**config.mk**
```make
export PLATFORM = sky130hd
export DESIGN_NAME = shift_sequencer
export DESIGN_NICKNAME = d
export VERILOG_FILES = /design/src/rtl/shift_seq_pkg.sv /design/src/rtl/shift_rotate_unit.sv /design/src/rtl/shift_sequencer.sv
export SDC_FILE = /design/constraint.sdc
export NUM_CORES = 1
export LEC_CHECK = 0
export ABC_AREA = 1
export CORE_MARGIN = 2
export CORE_UTILIZATION = 41
export CTS_CLUSTER_DIAMETER = 100
export DETAILED_ROUTE_END_ITERATION = 8
export PLACE_DENSITY = 0.74
export REMOVE_ABC_BUFFERS = 1
export SKIP_CTS_REPAIR_TIMING = 1
export SLEW_MARGIN = 10
export SYNTH_ARGS = -nofsm -noshare
export SYNTH_HDL_FRONTEND = slang
export SYNTH_SLANG_ARGS = --single-unit
```
**constraint.sdc**
```tcl
create_clock -name clk -period 5.4 [get_ports clk]
set_clock_uncertainty 0.1 [all_clocks]
set_input_delay 1.62 -clock clk [delete_from_list [all_inputs] [get_ports clk]]
set_output_delay 1.62 -clock clk [all_outputs]
set_load 0.02 [all_outputs]
```
**src/rtl/shift_seq_pkg.sv**
```systemverilog
// Shared definitions for the multi-position shift sequencer: op codes,
// FSM state encoding and default widths. The ALU op decode uses the same
// op constants, so keep this the single source of truth.
package shift_seq_pkg;

    // Default datapath width and step-counter width
    localparam int DEFAULT_W     = 128;
    localparam int DEFAULT_CNT_W = 7;

    // Operation codes (3'd6 and 3'd7 are invalid)
    localparam logic [2:0] OP_SLL  = 3'd0;
    localparam logic [2:0] OP_SRL  = 3'd1;
    localparam logic [2:0] OP_SLA  = 3'd2;
    localparam logic [2:0] OP_SRA  = 3'd3;
    localparam logic [2:0] OP_ROTL = 3'd4;
    localparam logic [2:0] OP_ROTR = 3'd5;

    // Sequencer state encoding
    typedef enum logic [1:0] {
        ST_IDLE = 2'd0,
        ST_RUN  = 2'd1,
        ST_DONE = 2'd2,
        ST_ERR  = 2'd3
    } state_t;

    // True for the six defined operations
    function automatic logic op_is_valid(input logic [2:0] op_code);
        return (op_code <= OP_ROTR);
    endfunction

endpackage : shift_seq_pkg

```
**src/rtl/shift_rotate_unit.sv**
```systemverilog
// Combinational single-position shifter/rotator over the full word.
// Left-moving ops take bit i from bit i-1, right-moving ops take bit i from
// bit i+1; only the fill bit at the open end depends on the operation.
// Undefined select codes pass the input through unchanged.
module shift_rotate_unit
    import shift_seq_pkg::*;
#(
    parameter int W = DEFAULT_W
) (
    input  logic [W-1:0] in,
    input  logic [2:0]   sel,
    output logic [W-1:0] out
);

    logic [W-1:0] left_word;
    logic [W-1:0] right_word;
    logic         lsb_fill;
    logic         msb_fill;

    // Fill bits for the vacated end of the word
    always_comb begin
        lsb_fill = 1'b0;
        msb_fill = 1'b0;
        if (sel == OP_ROTL) begin
            lsb_fill = in[W-1];
        end
        if (sel == OP_SRA) begin
            msb_fill = in[W-1];
        end else if (sel == OP_ROTR) begin
            msb_fill = in[0];
        end
    end

    // Per-bit neighbour wiring for the left- and right-moving words
    generate
        for (genvar gi = 0; gi < W; gi++) begin : g_bit
            if (gi == 0) begin : g_lsb
                assign left_word[gi] = lsb_fill;
            end else begin : g_lsb_n
                assign left_word[gi] = in[gi-1];
            end
            if (gi == W-1) begin : g_msb
                assign right_word[gi] = msb_fill;
            end else begin : g_msb_n
                assign right_word[gi] = in[gi+1];
            end
        end
    endgenerate

    // Direction select
    always_comb begin
        out = in;
        case (sel)
            OP_SLL, OP_SLA, OP_ROTL: out = left_word;
            OP_SRL, OP_SRA, OP_ROTR: out = right_word;
            default:                 out = in;
        endcase
    end

endmodule : shift_rotate_unit

```
**src/rtl/shift_sequencer.sv**
```systemverilog
// Multi-position shift/rotate controller. A command is latched on start
// (in IDLE or DONE), then the single-position unit is applied once per
// clock until the requested amount of steps has been taken. All outputs
// are registered; result is the working register itself.
module shift_sequencer
    import shift_seq_pkg::*;
#(
    parameter int W     = DEFAULT_W,
    parameter int CNT_W = DEFAULT_CNT_W
) (
    input  logic             clk,
    input  logic             rst,
    input  logic             start,
    input  logic [2:0]       op,
    input  logic [CNT_W-1:0] amount,
    input  logic [W-1:0]     data_in,
    output logic             busy,
    output logic             done,
    output logic             err,
    output logic [W-1:0]     result
);

    state_t           state_reg;
    logic [2:0]       op_reg;
    logic [CNT_W-1:0] cnt_reg;
    logic [W-1:0]     work_reg;
    logic             busy_reg;
    logic             done_reg;
    logic             err_reg;
    logic [W-1:0]     step_next;

    // One step of the latched operation applied to the working register
    shift_rotate_unit #(
        .W (W)
    ) u_unit (
        .in  (work_reg),
        .sel (op_reg),
        .out (step_next)
    );

    // Sequencer FSM, step counter, working register and registered flags
    always_ff @(posedge clk or posedge rst) begin
        if (rst) begin
            state_reg <= ST_IDLE;
            op_reg    <= OP_SLL;
            cnt_reg   <= '0;
            work_reg  <= '0;
            busy_reg  <= 1'b0;
            done_reg  <= 1'b0;
            err_reg   <= 1'b0;
        end else begin
            // done/err are single-cycle pulses unless re-armed below
            done_reg <= 1'b0;
            err_reg  <= 1'b0;
            case (state_reg)
                ST_IDLE, ST_DONE: begin
                    if (start) begin
                        op_reg   <= op;
                        cnt_reg  <= amount;
                        work_reg <= data_in;
                        if (!op_is_valid(op)) begin
                            // Operand is kept untouched and reported as-is
                            state_reg <= ST_ERR;
                            done_reg  <= 1'b1;
                            err_reg   <= 1'b1;
                            busy_reg  <= 1'b0;
                        end else if (amount == '0) begin
                            state_reg <= ST_DONE;
                            done_reg  <= 1'b1;
                            busy_reg  <= 1'b0;
                        end else begin
                            state_reg <= ST_RUN;
                            busy_reg  <= 1'b1;
                        end
                    end else begin
                        state_reg <= ST_IDLE;
                    end
                end
                ST_RUN: begin
                    // Inputs (including start) are ignored while stepping
                    work_reg <= step_next;
                    cnt_reg  <= cnt_reg - 1'b1;
                    if (cnt_reg == {{(CNT_W-1){1'b0}}, 1'b1}) begin
                        state_reg <= ST_DONE;
                        done_reg  <= 1'b1;
                        busy_reg  <= 1'b0;
                    end
                end
                ST_ERR: begin
                    state_reg <= ST_IDLE;
                end
                default: begin
                    state_reg <= ST_IDLE;
                    busy_reg  <= 1'b0;
                end
            endcase
        end
    end

    assign busy   = busy_reg;
    assign done   = done_reg;
    assign err    = err_reg;
    assign result = work_reg;

endmodule : shift_sequencer

```
== Word-level counts from Yosys, hierarchy flattened ==
Index checks and enable logic that the tools add are counted.
Word-level totals
  register bits: 143
  input bits: 141
  output and inout bits: 131
  logic and storage cells: 61
Cells by class
  add/sub/neg operators: 1
  $lt $le $gt $ge: 1
  equal/unequal tests: 13
  multiplexer cells: 26
  reductions and logical operators: 12
Operators with widths (count)
  case mux 128 bit (2 select lines): 2
  two-way mux 128 bit: 1
  two-way mux 1 bit: 14
  case mux 7 bit (2 select lines): 1
  two-way mux 2 bit: 4
  == test 7 x 1 -> 1 bit, second input constant: 1
  logical NOT 7 bit: 1
  two-way mux 7 bit: 1
  subtractor 7 x 1 -> 7 bit, second input constant: 1
  == test 3 x 2 -> 1 bit, second input constant: 2
  == test 3 bit, second input constant: 2
  case mux 2 bit (3 select lines): 1
  AND reduction 3 bit: 2
  OR reduction 3 bit: 2
  == test 2 bit, second input constant: 2
  inequality test 2 bit, second input constant: 2
  case mux 1 bit (2 select lines): 2
  AND reduction 2 bit: 2
  AND reduction 4 bit: 1
  == test 3 x 1 -> 1 bit, second input constant: 1
  less-or-equal comparator 3 bit, second input constant: 1
  logical NOT 3 bit: 1
  inequality test 3 x 1 -> 1 bit, second input constant: 1
  inequality test 3 bit, second input constant: 1
  4 further kinds: 4

== Logic depth before layout (Yosys ltp) ==
  word-level depth: 5
  depth in mapped cells: 9
  gate-level depth less buffers: 7

== Hierarchy ==
Synthesis repeated with hierarchy kept, for this count alone.
Second synthesis, totals
  cells, all modules: 1395
  area, all modules: 9367.7 um^2
Modules (own cells, without submodules)
  shift_sequencer: instances 1, cells an instance 801, area an instance 6562.5 um^2, seq. area each 3578.4 um^2
  shift_rotate_unit: instances 1, cells an instance 594, area an instance 2805.2 um^2, seq. area each 0.0 um^2

== Worst setup path before layout ==
Ideal clock, no wire load.
  kind: input -> register
  from: input port start
  to: register work_reg[103], in the netlist result[103]
  library setup time: 0.116 ns
  arrival time: 2.352 ns
  data required time: 5.184 ns
  setup slack: 2.831 ns
  stages: 8
  buffers on the path: 2
  path through: nand2_4 > nand2_2 > nand2_2 > buf_4 > buf_2 > nor2_1 > nand2_1 > nand2_1
On the way
  cells in the longest elaborated chain, start to end: 2
Ends and longest elaborated chain
  start, declared: RTL line shift_sequencer.sv:13  | input logic start,
  inequality test 2 bit (no source line)
  AND reduction 3 bit (no source line)
  end signal, assigned: RTL line shift_sequencer.sv:60  | work_reg <= data_in;
  end signal, assigned: RTL line shift_sequencer.sv:81  | work_reg <= step_next;
  end, declared: RTL line shift_sequencer.sv:26  | logic [W-1:0] work_reg;
Every way passes these cells.
A chain may end at the register's enable or synchronous reset.

== Worst setup path after layout ==
  from: input port start
  to: register work_reg[117], in the netlist result[117]
Same word-level chain as after synthesis.

==> results.sh <==
export IMPL_place_ws_ns=1.64
export IMPL_grt_pass1_vias=8877
export IMPL_ir_worst_vdd_mv=0.402
export IMPL_setup_viol=0
export IMPL_hold_viol_final=0
export IMPL_intPower_mw=4.56
export IMPL_cts_buffers=17
export IMPL_place_congestion=0.819
export IMPL_path_clk_slew_ns=0.06
export IMPL_fin_ws_ns=2.06
export IMPL_crit_chain="clkdlybuf4s50_1 > nand2_4 > nand2_2 > nand2_8 > inv_2 > buf_12 > nor2_1 > a21oi_1"
export IMPL_fillCellCount=2052
export IMPL_dieArea_um2=22900
export IMPL_row_count=53
export IMPL_status="finished, final reports clean"
export IMPL_multi_input_area_um2=4330
export IMPL_drive_gt1_share_pct=2.96
export IMPL_wl_per_cell_um=15.0
export IMPL_synth_area_um2=8900
export IMPL_slowest_delay_ns=0.51
export IMPL_end_kind="flop"
export IMPL_nNetsFinal=1720
export IMPL_grt_pass1_wl_um=44600
export IMPL_drt_total_wl_um=28000
export IMPL_p_switching_mw=4.38
export IMPL_final_util_pct=57.7
export IMPL_required_ns=5.64
export IMPL_tns_ns=0
export IMPL_max_cap_violations=0
export IMPL_setup_worst_path_start_class="primary input"
export IMPL_p_per_area_nw_per_um2=732
export IMPL_cts_buffer_depth=2
export IMPL_h_tree_depth=4
export IMPL_maxSlewViolCount=0
export IMPL_die_w_um=151
export IMPL_overflow=0
export IMPL_hpwl_um=17300
export IMPL_cts_tree="yes"
export IMPL_core_um2=21200
export IMPL_first_iter_violations=811
export IMPL_pwr_share_clk_pct=13.1
export IMPL_layout_commonest_cell="nor2_1"
export IMPL_synth_sequential_area_ratio_pct=40.2
export IMPL_post_route_min_period_ns=3.34
export IMPL_combPwrFrac_pct=62.5
export IMPL_drt_vias_per_instance=5.06
export IMPL_hp_class="reg2reg"
export IMPL_start_util_pct=42.1
export IMPL_avgSynthCellArea_um2=6.50
export IMPL_final_cell_mix="nor2_1 (333), nand2_1 (304), clkdlybuf4s50_1 (271)"
export IMPL_antenna_found_initial=2
export IMPL_finalPower_mw=8.95
export IMPL_fmax_ghz=0.299
export IMPL_drc=0
export IMPL_seqCellArea_um2=3580
export IMPL_yosysWarnings=0
export IMPL_relSlewSlack_pct=10.9
export IMPL_synth_seq_cells=143
export IMPL_p_seq_share_pct=24.4
export IMPL_sw_frac_of_total_pct=49.0
export IMPL_crit_arrival_ns=3.58
export IMPL_syn_to_final_growth_pct=37.2
export IMPL_die_h_um=151
export IMPL_cts_sink_count=143
export IMPL_finalCritPeriodShare_pct=61.9
export IMPL_port_buffer_count=271
export IMPL_cp_max_fo=49
export IMPL_grt_max_degree=228
export IMPL_p_leak_nw=6.00
export IMPL_worst_pin_slew_ns=1.34
export IMPL_vias=9434
export IMPL_crit_slowest_cell="inv_2"
export IMPL_rsz0062_at_grt="no"
export IMPL_ios=272
export IMPL_grt_usage_pct=24.4
export IMPL_largest_reg_flops=128
export IMPL_ant_nets=0
export IMPL_ys_types=23
export IMPL_clockRootBuffer="clkbuf_16"
export IMPL_first_pass_iters=5
export IMPL_syn_instance_count=1371
export IMPL_critPathKind="in2reg"
export IMPL_clk_insertion_delay_late_ns=0.42
-- final timing paths --
check                                  from          end  slack [ns]  depth (start not counted)
worst max-delay path                  start  result[117]        2.06                          8
min in group asynchronous               rst  result[112]        1.65                          2
max in group asynchronous               rst   result[40]        2.67                          3
worst max register to register    op_reg[2]  result[125]        2.28                          7
worst min-delay path            result[122]  result[122]        0.41                          2
worst min register to register  result[122]  result[122]        0.41                          2
-- metrics by stage --
stage / cells / hold WS (ns) / cell area, um^2
5_1_grt: 1864 / 0.436 / 12200
6_report: 1864 / 0.408 / 12200
2_1_floorplan: 1279 / 0.392 / 8420
4_1_cts: 1863 / 0.407 / 12200
3_3_place_gp: 1833 / 0.386 / 11600
3_5_place_dp: 1833 / 0.393 / 11600
-- synth_stat cells --
cell type | instances | share of area [%]
a21oi_1 | 105 | 5.9
buf_1 | 2 | 0.084
buf_2 | 57 | 3.2
buf_4 | 15 | 1.3
buf_6 | 1 | 0.13
clkbuf_1 | 17 | 0.72
dfrtp_1 | 143 | 40
ha_1 | 2 | 0.28
inv_1 | 148 | 6.2
inv_2 | 2 | 0.084
nand2_1 | 305 | 13
nand2_2 | 4 | 0.28
nand2_4 | 1 | 0.13
nand3_1 | 123 | 6.9
nand3b_1 | 39 | 3.3
nand4_1 | 5 | 0.35
nor2_1 | 334 | 14
nor3_1 | 1 | 0.056
o211ai_1 | 3 | 0.25
o21a_1 | 1 | 0.084
o21ai_0 | 61 | 3.4
o221ai_1 | 1 | 0.098
xnor2_1 | 1 | 0.098
-- power by group through the flow --
| stage | sequential, mW | clock [mW] | combinational [mW] |
|---|---|---|---|
| 2_1_floorplan | 2.74 | 0 | 3.08 |
| 3_3_place_gp | 2.18 | 0 | 5.45 |
| 3_5_place_dp | 2.19 | 0 | 5.57 |
| 4_1_cts | 2.18 | 1.19 | 5.60 |
| 5_1_grt | 2.27 | 1.23 | 6.23 |
| 6_report | 2.19 | 1.17 | 5.59 |
-- worst max-delay path, delay by kind of cell --
family,cells,cell delay [ns]
buf+inv,3,1.31
simple gates,4,0.42
compound gates,1,0.14
-- logic make-up (layout without fill, tap and decap cells) --
group	after synthesis	count (layout)	share of synthesized area (%)
DFF	143	143	40.2
xor gates and xnor gates	1	1	0.0984
adders and majority gates	2	2	0.281
and+or+nand+nor	812	812	38.0
AOI/OAI and AO/OA	171	171	9.77
other	0	1	0
buffers and inverters	242	459	11.7
-- metal layers --
layer | vias to the layer above | GRT usage [%] | part of all wire, %
met5 | - | 0 | 0.061
met3 | 34 | 5.18 | 7.0
met4 | 2 | 8.22 | 2.0
met2 | 317 | 38.7 | 47
li1 | 4674 | - | -
met1 | 4407 | 33.1 | 44
-- cell type report --
cell class | instances | area share [%]
multi-input cells | 986 | 35.4
well taps | 275 | 2.82
repair buffers | 279 | 23.1
diodes | 1 | 0.0205
clock inverters | 9 | 0.912
inverters | 150 | 4.65
flip-flops and latches | 143 | 29.3
clock buffers | 21 | 3.77
No activity file was read; power rests on OpenSTA's default activity.
